**src/rtl/alu_mdu_ctrl_pkg.sv**
```systemverilog
// Shared encodings for the ALU decoder and the multiply/divide unit.
// Holds the ALU control codes, main-control aluop classes, R-type funct
// codes and the MDU sequencer state type.
package alu_pkg;

    localparam logic [3:0] ALUCTL_AND  = 4'b0000;
    localparam logic [3:0] ALUCTL_OR   = 4'b0001;
    localparam logic [3:0] ALUCTL_ADD  = 4'b0010;
    localparam logic [3:0] ALUCTL_SLL  = 4'b0011;
    localparam logic [3:0] ALUCTL_SRL  = 4'b0100;
    localparam logic [3:0] ALUCTL_NOR  = 4'b0101;
    localparam logic [3:0] ALUCTL_SUB  = 4'b0110;
    localparam logic [3:0] ALUCTL_SLT  = 4'b1001;
    localparam logic [3:0] ALUCTL_SLTU = 4'b1010;
    localparam logic [3:0] ALUCTL_XOR  = 4'b1011;
    localparam logic [3:0] ALUCTL_LUI  = 4'b1101;
    localparam logic [3:0] ALUCTL_OP7  = 4'b1111;

    localparam logic [2:0] ALUOP_ADD   = 3'b000;
    localparam logic [2:0] ALUOP_AND   = 3'b001;
    localparam logic [2:0] ALUOP_RTYPE = 3'b010;
    localparam logic [2:0] ALUOP_OR    = 3'b011;
    localparam logic [2:0] ALUOP_SLT   = 3'b100;
    localparam logic [2:0] ALUOP_SLTU  = 3'b101;
    localparam logic [2:0] ALUOP_LUI   = 3'b110;
    localparam logic [2:0] ALUOP_OP7   = 3'b111;

    localparam logic [5:0] FUNCT_ADD   = 6'b100000;
    localparam logic [5:0] FUNCT_ADDU  = 6'b100001;
    localparam logic [5:0] FUNCT_SUB   = 6'b100010;
    localparam logic [5:0] FUNCT_SUBU  = 6'b100011;
    localparam logic [5:0] FUNCT_AND   = 6'b100100;
    localparam logic [5:0] FUNCT_OR    = 6'b100101;
    localparam logic [5:0] FUNCT_NOR   = 6'b100111;
    localparam logic [5:0] FUNCT_SLL   = 6'b000000;
    localparam logic [5:0] FUNCT_SRL   = 6'b000010;
    localparam logic [5:0] FUNCT_XOR   = 6'b100110;
    localparam logic [5:0] FUNCT_SLT   = 6'b101010;
    localparam logic [5:0] FUNCT_SLTU  = 6'b101011;
    localparam logic [5:0] FUNCT_MULT  = 6'b011000;
    localparam logic [5:0] FUNCT_MULTU = 6'b011001;
    localparam logic [5:0] FUNCT_DIV   = 6'b011010;
    localparam logic [5:0] FUNCT_DIVU  = 6'b011011;
    localparam logic [5:0] FUNCT_MFHI  = 6'b010000;
    localparam logic [5:0] FUNCT_MTHI  = 6'b010001;
    localparam logic [5:0] FUNCT_MFLO  = 6'b010010;
    localparam logic [5:0] FUNCT_MTLO  = 6'b010011;

    typedef enum logic [2:0] {
        ST_IDLE,
        ST_MUL,
        ST_DIV,
        ST_FIXUP,
        ST_DONE
    } mdu_state_e;

endpackage

```
**src/rtl/alu_mdu_ctrl_if.sv**
```systemverilog
// Bus between the main control / datapath and the ALU decoder + MDU.
// The control side drives the operation and operands; the unit returns
// decode results, MDU status and the HI/LO contents.
interface alu_mdu_ctrl_if #(
    parameter int WIDTH = 32
);
    logic [2:0]       aluop;
    logic [5:0]       funct;
    logic             start;
    logic [WIDTH-1:0] srca;
    logic [WIDTH-1:0] srcb;
    logic [3:0]       alucontrol;
    logic             illegal;
    logic             mdu_busy;
    logic             mdu_done;
    logic             mdu_stall;
    logic [WIDTH-1:0] hi;
    logic [WIDTH-1:0] lo;
    logic [WIDTH-1:0] mfresult;

    modport master (
        output aluop, funct, start, srca, srcb,
        input  alucontrol, illegal, mdu_busy, mdu_done, mdu_stall, hi, lo, mfresult
    );

    modport slave (
        input  aluop, funct, start, srca, srcb,
        output alucontrol, illegal, mdu_busy, mdu_done, mdu_stall, hi, lo, mfresult
    );
endinterface

```
**src/rtl/alu_mdu_ctrl_mdu_core.sv**
```systemverilog
// Iterative multiply/divide unit with HI/LO registers.
// Signed operations run on magnitudes and fix the sign in a single FIXUP
// cycle; one product or quotient bit is produced per cycle.
module mdu_core
    import alu_pkg::*;
#(
    parameter int WIDTH = 32
) (
    input  logic             clk,
    input  logic             reset,
    input  logic             start,
    input  logic             rtype,
    input  logic [5:0]       funct,
    input  logic [WIDTH-1:0] srca,
    input  logic [WIDTH-1:0] srcb,
    output logic             busy,
    output logic             done,
    output logic             stall,
    output logic [WIDTH-1:0] hi,
    output logic [WIDTH-1:0] lo
);
    localparam int CNT_W = $clog2(WIDTH) + 1;

    mdu_state_e       state, state_next;
    logic [CNT_W-1:0] cnt;
    logic [WIDTH-1:0] p_hi, p_lo, opnd;
    logic             div_op, neg_res, neg_rem;

    logic             is_mul, is_div, is_sgn, md_op, mdu_cls, accept, div_zero;
    logic             mt_hi, mt_lo;
    logic [WIDTH-1:0] abs_a, abs_b;
    logic [WIDTH:0]   mul_sum, div_shift, div_diff;
    logic [2*WIDTH-1:0] prod_fix;
    logic [WIDTH-1:0] quo_fix, rem_fix;

    assign is_mul   = (funct == FUNCT_MULT) || (funct == FUNCT_MULTU);
    assign is_div   = (funct == FUNCT_DIV)  || (funct == FUNCT_DIVU);
    assign is_sgn   = (funct == FUNCT_MULT) || (funct == FUNCT_DIV);
    assign md_op    = rtype && (is_mul || is_div);
    assign mdu_cls  = md_op || (rtype && ((funct == FUNCT_MFHI) || (funct == FUNCT_MTHI) ||
                                          (funct == FUNCT_MFLO) || (funct == FUNCT_MTLO)));
    assign busy     = (state == ST_MUL) || (state == ST_DIV) || (state == ST_FIXUP);
    assign done     = (state == ST_DONE);
    assign accept   = start && md_op && !busy;
    assign stall    = start && mdu_cls && busy;
    assign mt_hi    = start && rtype && (funct == FUNCT_MTHI) && !busy;
    assign mt_lo    = start && rtype && (funct == FUNCT_MTLO) && !busy;
    assign div_zero = (srcb == '0);

    assign abs_a = (is_sgn && srca[WIDTH-1]) ? -srca : srca;
    assign abs_b = (is_sgn && srcb[WIDTH-1]) ? -srcb : srcb;

    // p_hi doubles as the running partial product (multiply) and the
    // partial remainder (divide); p_lo holds multiplier / quotient bits.
    assign mul_sum   = {1'b0, p_hi} + (p_lo[0] ? {1'b0, opnd} : '0);
    assign div_shift = {p_hi, p_lo[WIDTH-1]};
    assign div_diff  = div_shift - {1'b0, opnd};

    assign prod_fix = neg_res ? -{p_hi, p_lo} : {p_hi, p_lo};
    assign quo_fix  = neg_res ? -p_lo : p_lo;
    assign rem_fix  = neg_rem ? -p_hi : p_hi;

    // Sequencer state register; reset aborts any operation in flight.
    always_ff @(posedge clk or negedge reset) begin
        if (!reset) state <= ST_IDLE;
        else        state <= state_next;
    end

    // Next state: a new op may start from IDLE or DONE, divide by zero skips the iterations.
    always_comb begin
        state_next = state;
        case (state)
            ST_IDLE, ST_DONE: begin
                state_next = ST_IDLE;
                if (accept) begin
                    if (is_mul)        state_next = ST_MUL;
                    else if (div_zero) state_next = ST_FIXUP;
                    else               state_next = ST_DIV;
                end
            end
            ST_MUL, ST_DIV: if (cnt == CNT_W'(1)) state_next = ST_FIXUP;
            ST_FIXUP:       state_next = ST_DONE;
            default:        state_next = ST_IDLE;
        endcase
    end

    // Operand latch, one shift-add / restoring step per cycle, sign fixup and HI/LO writes.
    always_ff @(posedge clk or negedge reset) begin
        if (!reset) begin
            cnt     <= '0;
            p_hi    <= '0;
            p_lo    <= '0;
            opnd    <= '0;
            div_op  <= 1'b0;
            neg_res <= 1'b0;
            neg_rem <= 1'b0;
            hi      <= '0;
            lo      <= '0;
        end else begin
            case (state)
                ST_MUL: begin
                    p_hi <= mul_sum[WIDTH:1];
                    p_lo <= {mul_sum[0], p_lo[WIDTH-1:1]};
                    cnt  <= cnt - CNT_W'(1);
                end
                ST_DIV: begin
                    p_hi <= div_diff[WIDTH] ? div_shift[WIDTH-1:0] : div_diff[WIDTH-1:0];
                    p_lo <= {p_lo[WIDTH-2:0], ~div_diff[WIDTH]};
                    cnt  <= cnt - CNT_W'(1);
                end
                ST_FIXUP: begin
                    if (div_op) begin
                        hi <= rem_fix;
                        lo <= quo_fix;
                    end else begin
                        hi <= prod_fix[2*WIDTH-1:WIDTH];
                        lo <= prod_fix[WIDTH-1:0];
                    end
                end
                default: ;
            endcase

            if (accept) begin
                cnt     <= CNT_W'(WIDTH);
                div_op  <= is_div;
                neg_res <= is_sgn && (srca[WIDTH-1] ^ srcb[WIDTH-1]);
                neg_rem <= is_sgn && srca[WIDTH-1];
                p_hi    <= '0;
                if (is_mul) begin
                    p_lo <= abs_b;
                    opnd <= abs_a;
                end else if (div_zero) begin
                    p_hi    <= srca;
                    p_lo    <= '1;
                    opnd    <= '0;
                    neg_res <= 1'b0;
                    neg_rem <= 1'b0;
                end else begin
                    p_lo <= abs_a;
                    opnd <= abs_b;
                end
            end

            if (mt_hi) hi <= srca;
            if (mt_lo) lo <= srca;
        end
    end

endmodule

```
**src/rtl/alu_mdu_ctrl.sv**
```systemverilog
// ALU control decoder with an attached multiply/divide unit.
// Decode is purely combinational; the MDU sequences over many cycles and
// exposes busy/done/stall so the main control can hold in execute.
module alu_mdu_ctrl
    import alu_pkg::*;
#(
    parameter int WIDTH = 32
) (
    input logic           clk,
    input logic           reset,
    alu_mdu_ctrl_if.slave bus
);
    logic rtype;

    assign rtype        = (bus.aluop == ALUOP_RTYPE);
    assign bus.mfresult = (bus.funct == FUNCT_MFHI) ? bus.hi : bus.lo;

    // aluop/funct to ALU control; unknown R-type funct flags illegal and falls back to add.
    always_comb begin
        bus.alucontrol = ALUCTL_ADD;
        bus.illegal    = 1'b0;
        case (bus.aluop)
            ALUOP_ADD:  bus.alucontrol = ALUCTL_ADD;
            ALUOP_AND:  bus.alucontrol = ALUCTL_AND;
            ALUOP_OR:   bus.alucontrol = ALUCTL_OR;
            ALUOP_SLT:  bus.alucontrol = ALUCTL_SLT;
            ALUOP_SLTU: bus.alucontrol = ALUCTL_SLTU;
            ALUOP_LUI:  bus.alucontrol = ALUCTL_LUI;
            ALUOP_OP7:  bus.alucontrol = ALUCTL_OP7;
            ALUOP_RTYPE: begin
                case (bus.funct)
                    FUNCT_ADD, FUNCT_ADDU: bus.alucontrol = ALUCTL_ADD;
                    FUNCT_SUB, FUNCT_SUBU: bus.alucontrol = ALUCTL_SUB;
                    FUNCT_AND:             bus.alucontrol = ALUCTL_AND;
                    FUNCT_OR:              bus.alucontrol = ALUCTL_OR;
                    FUNCT_NOR:             bus.alucontrol = ALUCTL_NOR;
                    FUNCT_SLL:             bus.alucontrol = ALUCTL_SLL;
                    FUNCT_SRL:             bus.alucontrol = ALUCTL_SRL;
                    FUNCT_XOR:             bus.alucontrol = ALUCTL_XOR;
                    FUNCT_SLT:             bus.alucontrol = ALUCTL_SLT;
                    FUNCT_SLTU:            bus.alucontrol = ALUCTL_SLTU;
                    FUNCT_MULT, FUNCT_MULTU, FUNCT_DIV, FUNCT_DIVU,
                    FUNCT_MFHI, FUNCT_MTHI, FUNCT_MFLO, FUNCT_MTLO:
                                           bus.alucontrol = ALUCTL_ADD;
                    default:               bus.illegal    = 1'b1;
                endcase
            end
            default: bus.alucontrol = ALUCTL_ADD;
        endcase
    end

    mdu_core #(
        .WIDTH(WIDTH)
    ) u_mdu (
        .clk   (clk),
        .reset (reset),
        .start (bus.start),
        .rtype (rtype),
        .funct (bus.funct),
        .srca  (bus.srca),
        .srcb  (bus.srcb),
        .busy  (bus.mdu_busy),
        .done  (bus.mdu_done),
        .stall (bus.mdu_stall),
        .hi    (bus.hi),
        .lo    (bus.lo)
    );

endmodule

```
**src/flat_wrapper.sv**
```systemverilog
// flat-port wrapper written by rule: the top's interface ports become plain ports
module alu_mdu_ctrl_flat import alu_pkg::*;
#(
    parameter int WIDTH = 32
)
  (clk, reset, bus_aluop, bus_funct, bus_start, bus_srca, bus_srcb, bus_alucontrol, bus_illegal, bus_mdu_busy, bus_mdu_done, bus_mdu_stall, bus_hi, bus_lo, bus_mfresult);
  alu_mdu_ctrl_if #(.WIDTH(WIDTH)) bus_i ();
  input logic clk;
  input logic reset;
  input wire logic [$bits(bus_i.aluop)-1:0] bus_aluop;
  input wire logic [$bits(bus_i.funct)-1:0] bus_funct;
  input wire logic [$bits(bus_i.start)-1:0] bus_start;
  input wire logic [$bits(bus_i.srca)-1:0] bus_srca;
  input wire logic [$bits(bus_i.srcb)-1:0] bus_srcb;
  output wire logic [$bits(bus_i.alucontrol)-1:0] bus_alucontrol;
  output wire logic [$bits(bus_i.illegal)-1:0] bus_illegal;
  output wire logic [$bits(bus_i.mdu_busy)-1:0] bus_mdu_busy;
  output wire logic [$bits(bus_i.mdu_done)-1:0] bus_mdu_done;
  output wire logic [$bits(bus_i.mdu_stall)-1:0] bus_mdu_stall;
  output wire logic [$bits(bus_i.hi)-1:0] bus_hi;
  output wire logic [$bits(bus_i.lo)-1:0] bus_lo;
  output wire logic [$bits(bus_i.mfresult)-1:0] bus_mfresult;
  assign bus_i.aluop = bus_aluop;
  assign bus_i.funct = bus_funct;
  assign bus_i.start = bus_start;
  assign bus_i.srca = bus_srca;
  assign bus_i.srcb = bus_srcb;
  assign bus_alucontrol = bus_i.alucontrol;
  assign bus_illegal = bus_i.illegal;
  assign bus_mdu_busy = bus_i.mdu_busy;
  assign bus_mdu_done = bus_i.mdu_done;
  assign bus_mdu_stall = bus_i.mdu_stall;
  assign bus_hi = bus_i.hi;
  assign bus_lo = bus_i.lo;
  assign bus_mfresult = bus_i.mfresult;
  alu_mdu_ctrl #(.WIDTH(WIDTH)) u_core (.clk(clk), .reset(reset), .bus(bus_i));
endmodule
```
**config.mk**
```make
export PLATFORM = sky130hd
export DESIGN_NAME = alu_mdu_ctrl_flat
export DESIGN_NICKNAME = d
export VERILOG_FILES = /design/src/rtl/alu_mdu_ctrl_pkg.sv /design/src/rtl/alu_mdu_ctrl_if.sv /design/src/rtl/alu_mdu_ctrl_mdu_core.sv /design/src/rtl/alu_mdu_ctrl.sv /design/src/flat_wrapper.sv
export SDC_FILE = /design/constraint.sdc
export NUM_CORES = 1
export LEC_CHECK = 0
export CAP_MARGIN = 20
export CELL_PAD_IN_SITES_DETAIL_PLACEMENT = 1
export CELL_PAD_IN_SITES_GLOBAL_PLACEMENT = 1
export CORE_MARGIN = 1
export CORE_UTILIZATION = 53
export DETAILED_ROUTE_END_ITERATION = 8
export DONT_BUFFER_PORTS = 1
export HOLD_SLACK_MARGIN = 0.1
export PLACE_DENSITY_LB_ADDON = 0.1
export SYNTH_ARGS = -nofsm -noshare
export SYNTH_HDL_FRONTEND = slang
export SYNTH_HIERARCHICAL = 1
export SYNTH_SLANG_ARGS = --single-unit
export TNS_END_PERCENT = 1
```
**constraint.sdc**
```tcl
create_clock -name clk -period 6.9 [get_ports clk]
set_input_delay 0 -clock clk [delete_from_list [all_inputs] [get_ports clk]]
set_output_delay 0 -clock clk [all_outputs]
set_load 0.01 [all_outputs]
```
Yosys cells after proc, flatten, opt, wreduce, memory -nomap -nowiden
Cells that the tools add are included.
W data, S select, Z words.
- register bits: 172
- bits of input ports: 76
- output and inout bits: 104
- word-level logic and storage cells: 128
- $add $sub $neg: 8
- eq/ne operators: 32
- muxes and demuxes: 39
- bitwise gates (word level): 2
- reductions and logical operators: 37
- operators with widths (kind ; count):
    $mux W32 ; 21
    $neg A32 Y32 ; 4
    $pmux W32 S2 ; 2
    $mux W64 ; 1
    $neg A64 Y64 ; 1
    $eq A6 B6 Y1 const B ; 10
    $eq A6 B5 Y1 const B ; 8
    $pmux W4 S9 ; 1
    $add A32 B32 Y33 ; 1
    $sub A33 B32 Y33 ; 1
    $logic_not A32 Y1 ; 1
    $pmux W4 S8 ; 1
    $reduce_or A20 Y1 ; 1
    $eq A3 B3 Y1 const B ; 5
    $logic_and A1 B1 Y1 ; 14
    $eq A3 B2 Y1 const B ; 4
    $mux W6 ; 2
    $logic_or A1 B1 Y1 ; 10
    $pmux W3 S3 ; 1
    $mux W1 ; 7
    $eq A3 B1 Y1 const B ; 2
    $eq A6 B1 Y1 const B ; 1
    $eq A6 B2 Y1 const B ; 1
    $logic_not A3 Y1 ; 2
    other kinds (11) ; 16

Longest topological paths before layout
Gate-level depths: netlist of the first run.
- depth after elaboration: 8
- gate-level depth with buffers: 14
- mapped depth without buffers: 12

Modules after synthesis
Netlist of the first run, hierarchy kept.
- modules (own cells, without submodules) (module ; instances ; cells an instance ; area each (µm²) ; sequential area each (µm²)):
    mdu_core ; 1 ; 2009 ; 15487.4 ; 4304.1
    alu_mdu_ctrl ; 1 ; 74 ; 696.9 ; 0.0

Worst setup path before layout of the first run
Ideal clock, no wire load.
- path type: reg2reg
- start point: reg u_core.u_mdu.opnd[0]
- end point: reg u_core.u_mdu.p_hi[31]
- library setup time: 0.149 ns
- data arrival time: 3.302 ns
- required time: 6.751 ns
- setup slack: 3.449 ns
- cell stages (with the launch flop): 13
- buffers on the path: 0
- clock period less this slack: 3.451 ns
- cell sequence: dfrtp_1 -> and2_1 -> ha_1 -> fa_1 -> a211oi_1 -> o21ai_0 -> a211oi_1 -> o21ai_0 -> a41oi_1 -> o221a_2 -> o21ai_0 -> a2111oi_0 -> a311oi_2
- longest elaborated chain between the ends: 4
- elaborated cells between the ends (all ways): 6
- classes of those cells: add/sub (2); mux (4)
- RTL lines (item ; line ; source):
    start, declared ; alu_mdu_ctrl_mdu_core.sv:26 ; logic [WIDTH-1:0] p_hi, p_lo, opnd;
    start signal, assigned ; alu_mdu_ctrl_mdu_core.sv:131 ; opnd <= abs_a;
    start signal, assigned ; alu_mdu_ctrl_mdu_core.sv:140 ; opnd <= abs_b;
    $sub A33 B32 Y33 or $mux W32 (tied branches) ; alu_mdu_ctrl_mdu_core.sv:57, alu_mdu_ctrl_mdu_core.sv:55 ;
    $mux W32 or $add A32 B32 Y33 (tied branches) ; alu_mdu_ctrl_mdu_core.sv:107, alu_mdu_ctrl_mdu_core.sv:55 ;
    $pmux W32 S2 (*) ; alu_mdu_ctrl_mdu_core.sv:100 ; case (state)
    $mux W32 (*) ; alu_mdu_ctrl_mdu_core.sv:123 ; if (accept) begin
    end signal, assigned ; alu_mdu_ctrl_mdu_core.sv:102 ; p_hi <= mul_sum[WIDTH:1];
    end signal, assigned ; alu_mdu_ctrl_mdu_core.sv:107 ; p_hi <= div_diff[WIDTH] ? div_shift[WIDTH-1:0] : div_diff[WIDTH-1:0];
    end signal, assigned ; alu_mdu_ctrl_mdu_core.sv:133 ; p_hi <= srca;
    end, declared ; alu_mdu_ctrl_mdu_core.sv:26 ;
Mark *: on every way between the ends. The rest lies on a longest branch, timed or not.
A chain may end at the register's enable or synchronous reset.

Worst setup path after layout of the first run
- start point: reg u_core.u_mdu.p_lo[0]
- end point: reg u_core.u_mdu.p_hi[31]
- longest elaborated chain between the ends: 4
- RTL lines (item ; line ; source):
    start, declared ; alu_mdu_ctrl_mdu_core.sv:26 ;
    start signal, assigned ; alu_mdu_ctrl_mdu_core.sv:103 ; p_lo <= {mul_sum[0], p_lo[WIDTH-1:1]};
    start signal, assigned ; alu_mdu_ctrl_mdu_core.sv:108 ; p_lo <= {p_lo[WIDTH-2:0], ~div_diff[WIDTH]};
    start signal, assigned ; alu_mdu_ctrl_mdu_core.sv:130 ; p_lo <= abs_b;
    $mux W32 ; alu_mdu_ctrl_mdu_core.sv:55 ; assign mul_sum = {1'b0, p_hi} + (p_lo[0] ? {1'b0, opnd} : '0);
    $add A32 B32 Y33 ; alu_mdu_ctrl_mdu_core.sv:55 ;
    $pmux W32 S2 ; alu_mdu_ctrl_mdu_core.sv:100 ;
    $mux W32 ; alu_mdu_ctrl_mdu_core.sv:123 ;
Every way passes these cells.

==> results of run 1 <==
## cell usage after synthesis (11+ instances only)
master / n / share of area
a31oi_1: 24 / 0.0093
mux2_2: 27 / 0.019
nor2_1: 178 / 0.041
mux2i_1: 32 / 0.020
o41ai_1: 11 / 0.0060
o21ai_0: 209 / 0.065
o31ai_1: 31 / 0.014
dfrtp_1: 172 / 0.27
nor2b_1: 13 / 0.0050
a221oi_1: 30 / 0.016
or4_1: 17 / 0.0079
inv_1: 74 / 0.017
o211ai_1: 38 / 0.018
ha_1: 70 / 0.054
o21a_1: 18 / 0.0083
a21o_1: 30 / 0.014
nand4_1: 17 / 0.0066
nand2_1: 190 / 0.044
or3_1: 33 / 0.013
a211oi_1: 23 / 0.011
xor2_1: 91 / 0.049
and2_1: 12 / 0.0046
a21oi_1: 140 / 0.043
nor3_1: 75 / 0.023
clkbuf_1: 129 / 0.030
a22oi_1: 61 / 0.028
nand2b_1: 15 / 0.0058
nand3_1: 36 / 0.011
xnor2_1: 72 / 0.039
nor4_1: 19 / 0.0073
## report_power, final
group,leakage [nW],total (mW),switching [mW],internal (mW)
registers,1.97,2.13,0.796,1.33
clock network,0.269,0.975,0.496,0.479
logic,4.79,4.46,2.75,1.71
total,7.03,7.56,4.04,3.52
## worst max-delay path, stage by stage (launching register included)
cell and delay [ps]:
dfrtp_1 440, clkinv_1 120, buf_4 360, nor2_1 110, ha_1 370, a211oi_1 330, o21ai_0 220, a211oi_1 440
o21ai_0 300, a41oi_1 550, o221a_2 320, o21ai_0 140, a2111oi_0 700, a311oi_2 110
## registers in the layout (all words and copies together) (netlist names), 3 cells and up
register and flops:
u_core/u_mdu/cnt 6, u_core/u_mdu/hi 32, u_core/u_mdu/lo 32, u_core/u_mdu/opnd 32
u_core/u_mdu/p_hi 32, u_core/u_mdu/p_lo 32, u_core/u_mdu/state 3
## logic make-up (layout without fill, tap and decap cells)
| family | after synthesis | count (layout) | synth area share |
|---|---|---|---|
| multiplexers | 66 | 66 | 0.0451 |
| adder cells (fa/ha/maj) | 72 | 72 | 0.0566 |
| other | 0 | 19 | 0 |
| AO/OA/AOI/OAI | 722 | 722 | 0.291 |
| buffers and inverters | 229 | 210 | 0.0563 |
| AND/OR/NAND/NOR | 659 | 659 | 0.196 |
| XOR/XNOR | 163 | 163 | 0.0882 |
| flip-flops | 172 | 172 | 0.266 |
## per-layer routing
| metal | wire length, µm | part of all wire | up-vias | GRT usage |
|---|---|---|---|---|
| li1 | - | - | 7632 | - |
| met1 | 29400 | 0.36 | 9093 | 0.619 |
| met2 | 33700 | 0.41 | 1524 | 0.743 |
| met3 | 12800 | 0.15 | 427 | 0.257 |
| met4 | 6480 | 0.078 | 22 | 0.355 |
| met5 | 333 | 0.0040 | - | 0 |
## cell type report
class / instances / area [µm²]
tap: 390 / 488
timing repair buffer: 103 / 991
inverter: 75 / 282
antenna: 19 / 47.5
fill: 3616 / 12200
sequential: 172 / 4300
multi-input combinational: 1682 / 11000
clock buffer: 19 / 433
clock inverter: 13 / 124
## final timing paths
path / end / slack (ps) / depth (start not counted)
max in group asynchronous: u_core/u_mdu/p_hi[13] / 5840 / 2
setup reg to reg: u_core/u_mdu/p_hi[31] / 2200 / 13
hold reg to reg: u_core/u_mdu/opnd[5] / 500 / 2
min in group asynchronous: u_core/u_mdu/state[1] / 250 / 2
hold / removal: bus_alucontrol[2] / 110 / 1
setup / recovery: u_core/u_mdu/p_hi[31] / 2200 / 13
## metrics by stage
stage	hold slack, ps	worst slack, ps	cell area, µm²	util
finish	114	2200	17700	0.592
global route	117	1910	17600	0.591
CTS	101	2300	17600	0.590
detailed placement	-286	2510	16300	0.544
global placement	-289	2650	16200	0.544
floorplan	-296	3450	16200	-
## what timing repair did
item                                   in CTS  in global routing
hold buffers                               80                  0
setup endpoints to repair                   0                  0
endpoints found under the hold margin     320                  0
==> impl_metrics.csv, run 1 <==
group,metric,value,unit
logic_synthesis,ys_async_sr_fraction,1.00,
job,max_cap_viol_count,0,
final_layout,final_cells,2473,
logic_synthesis,syn_nets,2231,
setup_path,crit_type,"reg -> reg",
cts,cts_tree,"yes",
logic_synthesis,ys.flop_type,"dfrtp_1",
setup_path,crit_start,"u_core/u_mdu/p_lo[0]",
setup_path,cp_max_fo,30,
global_route,grt_pass1_vias,17900,
outcome,status,"finished, final reports clean",
global_route,grt.overflow.total,0,
power,p_leak,7.03,nW
cts,clockBufferDepth,2,
global_route,grt_usage,0.524,
floorplanning,pin_count,180,
timing,setup_violations,0,
timing,clock_skew,17.7,ps
cts,clock_sinks,172,
setup_path,reg2reg_from,"u_core/u_mdu/p_lo[0]",
drt,drc_errors,0,
final_layout,areaGrowthSynthToFinish,9.23,%
logic_synthesis,synth_cells,2083,
floorplanning,dieArea,0.0312,mm²
cts,cts_root_buf,"clkbuf_16",
floorplanning,core_area,0.0299,mm²
global_route,grt_pass1_wl,119000,µm
global_route,antenna_found_initial,20,
power,power.total,7.56,mW
final_layout,layout_common_cells,"o21ai_0 (209), nand2_1 (189), nor2_1 (172), dfrtp_1 (172), a21oi_1 (140)",
hold_path,worst_hold_path_type,"in -> out",
timing,hold_violations,0,
logic_synthesis,yosysWarnings,6,
cts,post-cts-setup-buffer-count,0,
floorplanning,die_x,177,µm
logic_synthesis,syn_area,0.0162,mm²
timing,final_max_slew_viol_count,0,
placed_design,placed_cells,2342,
power,ir_drop,213,µV
drt,vias_per_cell,7.56,
drt,drt-total-wl,82600,µm
timing,fmax,213,MHz
setup_path,worstPathArrival,4980,ps
drt,drtPass1Iterations,7,
timing,max_slew_margin,0.259,
final_layout,num-nets-final,2199,
placed_design,hpwl,53400,µm
drt,ant_nets,0,
timing,tns,0,ps
timing,rsz0062_at_grt,"no",
hold_path,hp-start,"bus_aluop[1]",
final_layout,final_common_cell,"o21ai_0",
logic_synthesis,synth.avg_cell_area,7.77,µm²
setup_path,critPathRequiredTime,7190,ps
setup_path,end_kind,"flop",
cts,clkTransAtPathRegs,80,ps
final_layout,drive_above_1_share,0.0649,
drt,routed-via-count,18700,
drt,wl_per_cell,33.4,µm
cts,cts_buffers,17,
placed_design,gp_congestion,0.986,
timing,worstMarginPinSlew,1110,ps
floorplanning,die_y,177,µm
timing,fin_crit_sh,0.681,
placed_design,port_buffers,0,
floorplanning,start_util,0.542,
logic_synthesis,ys_seq_area_frac,0.266,
timing,period_minus_slack,4700,ps
drt,initialDrtViolationCount,2438,
cts,cts_resized,0,
power,p_per_area,428,mW/mm²
global_route,grt_max_degree,173,
cts,worstSkewPairLatency,470,ps
floorplanning,num_rows,63,
cts,cts_htree_levels,4,
logic_synthesis,yosys_register_bits,172,
logic_synthesis,ys_types,90,
logic_synthesis,synth_edf_count,0,
setup_path,start_kind,"flop",
(Power assumes the default switching activity.)
==> inputs of run 2 (changes only) <==
--- a/config.mk
+++ b/config.mk
@@ -9,7 +9,7 @@
 export CELL_PAD_IN_SITES_DETAIL_PLACEMENT = 1
 export CELL_PAD_IN_SITES_GLOBAL_PLACEMENT = 1
 export CORE_MARGIN = 1
-export CORE_UTILIZATION = 53
+export CORE_UTILIZATION = 49
 export DETAILED_ROUTE_END_ITERATION = 8
 export DONT_BUFFER_PORTS = 1
 export HOLD_SLACK_MARGIN = 0.1
==> constraint.sdc (replaced) <==
create_clock -name clk -period 4.9 [get_ports clk]
set_input_delay 0 -clock clk [delete_from_list [all_inputs] [get_ports clk]]
set_output_delay 0 -clock clk [all_outputs]
set_load 0.01 [all_outputs]
==> run 2 against run 1 <==
  * Final area increased by 2.0%
  * Clock power up 52%
  * Highest routed layer unchanged
  * Clock-buffer cell count shrank 1
  * Fmax increased by 6.1%
  * Die area grew 8.1%
  * Utilization is 3.8 points lower
  * Non-clock buffer count is 28 higher
==> impl_metrics.csv, run 2 (synthesis gave the netlist of run 1 again) <==
group,metric,value,unit
outcome,status,"finished, final reports clean",
power,p_sw,5.81,mW
drt,drt-total-wl,85700,µm
power,ir_drop,387,µV
setup_path,worstPathArrival,4750,ps
final_layout,final_common_cell,"o21ai_0",
setup_path,start_kind,"flop",
timing,setup_violations,0,
floorplanning,die_y,184,µm
timing,tns,0,ps
final_layout,drive_above_1_share,0.0760,
setup_path,crit_type,"reg -> reg",
drt,ant_nets,0,
job,max_cap_viol_count,0,
placed_design,gp_congestion,1.01,
final_layout,multi_input_area,0.0110,mm²
cts,cts_root_buf,"clkbuf_16",
power,seq_power_share,0.258,
cts,cts_tree,"yes",
cts,clock_sinks,172,
cts,post-cts-setup-buffer-count,0,
setup_path,end_kind,"flop",
global_route,grt.overflow.total,0,
drt,wl_per_cell,33.6,µm
power,internal-power,5.14,mW
final_layout,layout_common_cells,"o21ai_0 (209), nand2_1 (189), dfrtp_1 (172), nor2_1 (171), a21oi_1 (140)",
global_route,grt_pass1_vias,17800,
timing,worstMarginPinSlew,1190,ps
global_route,grt_max_degree,173,
hold_path,worst_hold_path_type,"in -> out",
global_route,grt_pass1_wl,123000,µm
power,p_leak,7.21,nW
drt,initialDrtViolationCount,2324,
power,p_sw_frac,0.531,
final_layout,register_area,0.00430,mm²
power,power.total,10.9,mW
timing,clock_skew,13.2,ps
timing,rsz0062_at_grt,"no",
floorplanning,pin_count,180,
timing,fmax,226,MHz
floorplanning,num_rows,66,
placed_design,port_buffers,0,
cts,cts_htree_levels,4,
cts,clkTransAtPathRegs,80,ps
floorplanning,dieArea,0.0338,mm²
drt,drtPass1Iterations,8,
final_layout,nFillCells,3998,
final_layout,areaGrowthSynthToFinish,11.4,%
placed_design,hpwl,55700,µm
drt,vias_per_cell,7.29,
floorplanning,core_area,0.0325,mm²
drt,routed-via-count,18600,
timing,hold_violations,0,
setup_path,critPathRequiredTime,5220,ps
power,p_per_area,607,mW/mm²
timing,fin_crit_sh,0.904,
power,combPwrFrac,0.607,
final_layout,num-nets-final,2227,
drt,drc_errors,0,
global_route,antenna_found_initial,25,
timing,period_minus_slack,4430,ps
timing,max_slew_margin,0.204,
setup_path,cp_max_fo,4,
power,power_frac_clock,0.135,
floorplanning,die_x,184,µm
cts,clockBufferDepth,2,
cts,cts_buffers,17,
floorplanning,start_util,0.497,
timing,final_max_slew_viol_count,0,
global_route,grt_usage,0.505,
cts,worstSkewPairLatency,470,ps
==> run 2: critical path, cell delays in order (launching register included) <==
cell,delay (ps)
dfrtp_1,440
and2_1,160
ha_1,200
fa_1,440
a211oi_1,340
o21ai_0,230
a211oi_1,550
o21ai_0,310
a41oi_1,490
o221a_2,320
o21ai_0,140
a2111oi_0,560
a311oi_2,90
==> run 2: per-layer routing <==
layer  GRT usage  vias to the layer above  share of wire
met3       0.207                      408           0.14
met1       0.612                     9122           0.37
met2       0.721                     1327           0.41
li1            -                     7704              -
met4       0.346                       32          0.079
met5      0.0400                        -         0.0023
==> run 2: worst paths after layout <==
check | start | to | slack, ps | cells after the start
worst max-delay path | u_core/u_mdu/p_lo[0] | u_core/u_mdu/p_hi[31] | 470 | 12
worst min-delay path | bus_aluop[1] | bus_alucontrol[2] | 120 | 1
worst max register to register | u_core/u_mdu/p_lo[0] | u_core/u_mdu/p_hi[31] | 470 | 12
worst min register to register | u_core/u_mdu/opnd[5] | u_core/u_mdu/opnd[5] | 500 | 2
max in group asynchronous | reset | u_core/u_mdu/opnd[22] | 3790 | 2
min in group asynchronous | reset | u_core/u_mdu/cnt[5] | 260 | 2
==> run 2: metrics by stage <==
step / cell area (µm²) / utilization / worst slack [ps] / hold slack [ps] / std cells
floorplan: 16200 / - / 1450 / -296 / 2083
global placement: 16500 / 0.507 / 790 / -288 / 2415
detailed placement: 16500 / 0.507 / 632 / -288 / 2415
CTS: 18000 / 0.553 / 565 / 100 / 2534
global route: 18000 / 0.553 / 347 / 119 / 2540
finish: 18000 / 0.554 / 472 / 119 / 2551
==> run 2: what timing repair did <==
item	CTS	global route
endpoints found under the hold margin	323	0
hold buffers	87	0
gates resized for setup	0	0
==> run 2: area by class of cell <==
class                   count  area share
inverters                  75      0.0156
clock inverters            14     0.00958
clock buffers              18      0.0244
diodes                     17     0.00236
multi-input cells        1682       0.611
well taps                 442      0.0307
repair buffers            131      0.0676
flip-flops and latches    172       0.239
==> run 2: power groups by stage <==
stage                     Clock, mW  Sequential, mW  Combinational (mW)
after detailed placement          0            2.74                6.20
after global placement            0            2.72                6.04
after global routing           1.54            2.83                7.11
after CTS                      1.48            2.72                6.40
after floorplan                   0            2.38                4.49
final                          1.48            2.82                6.64
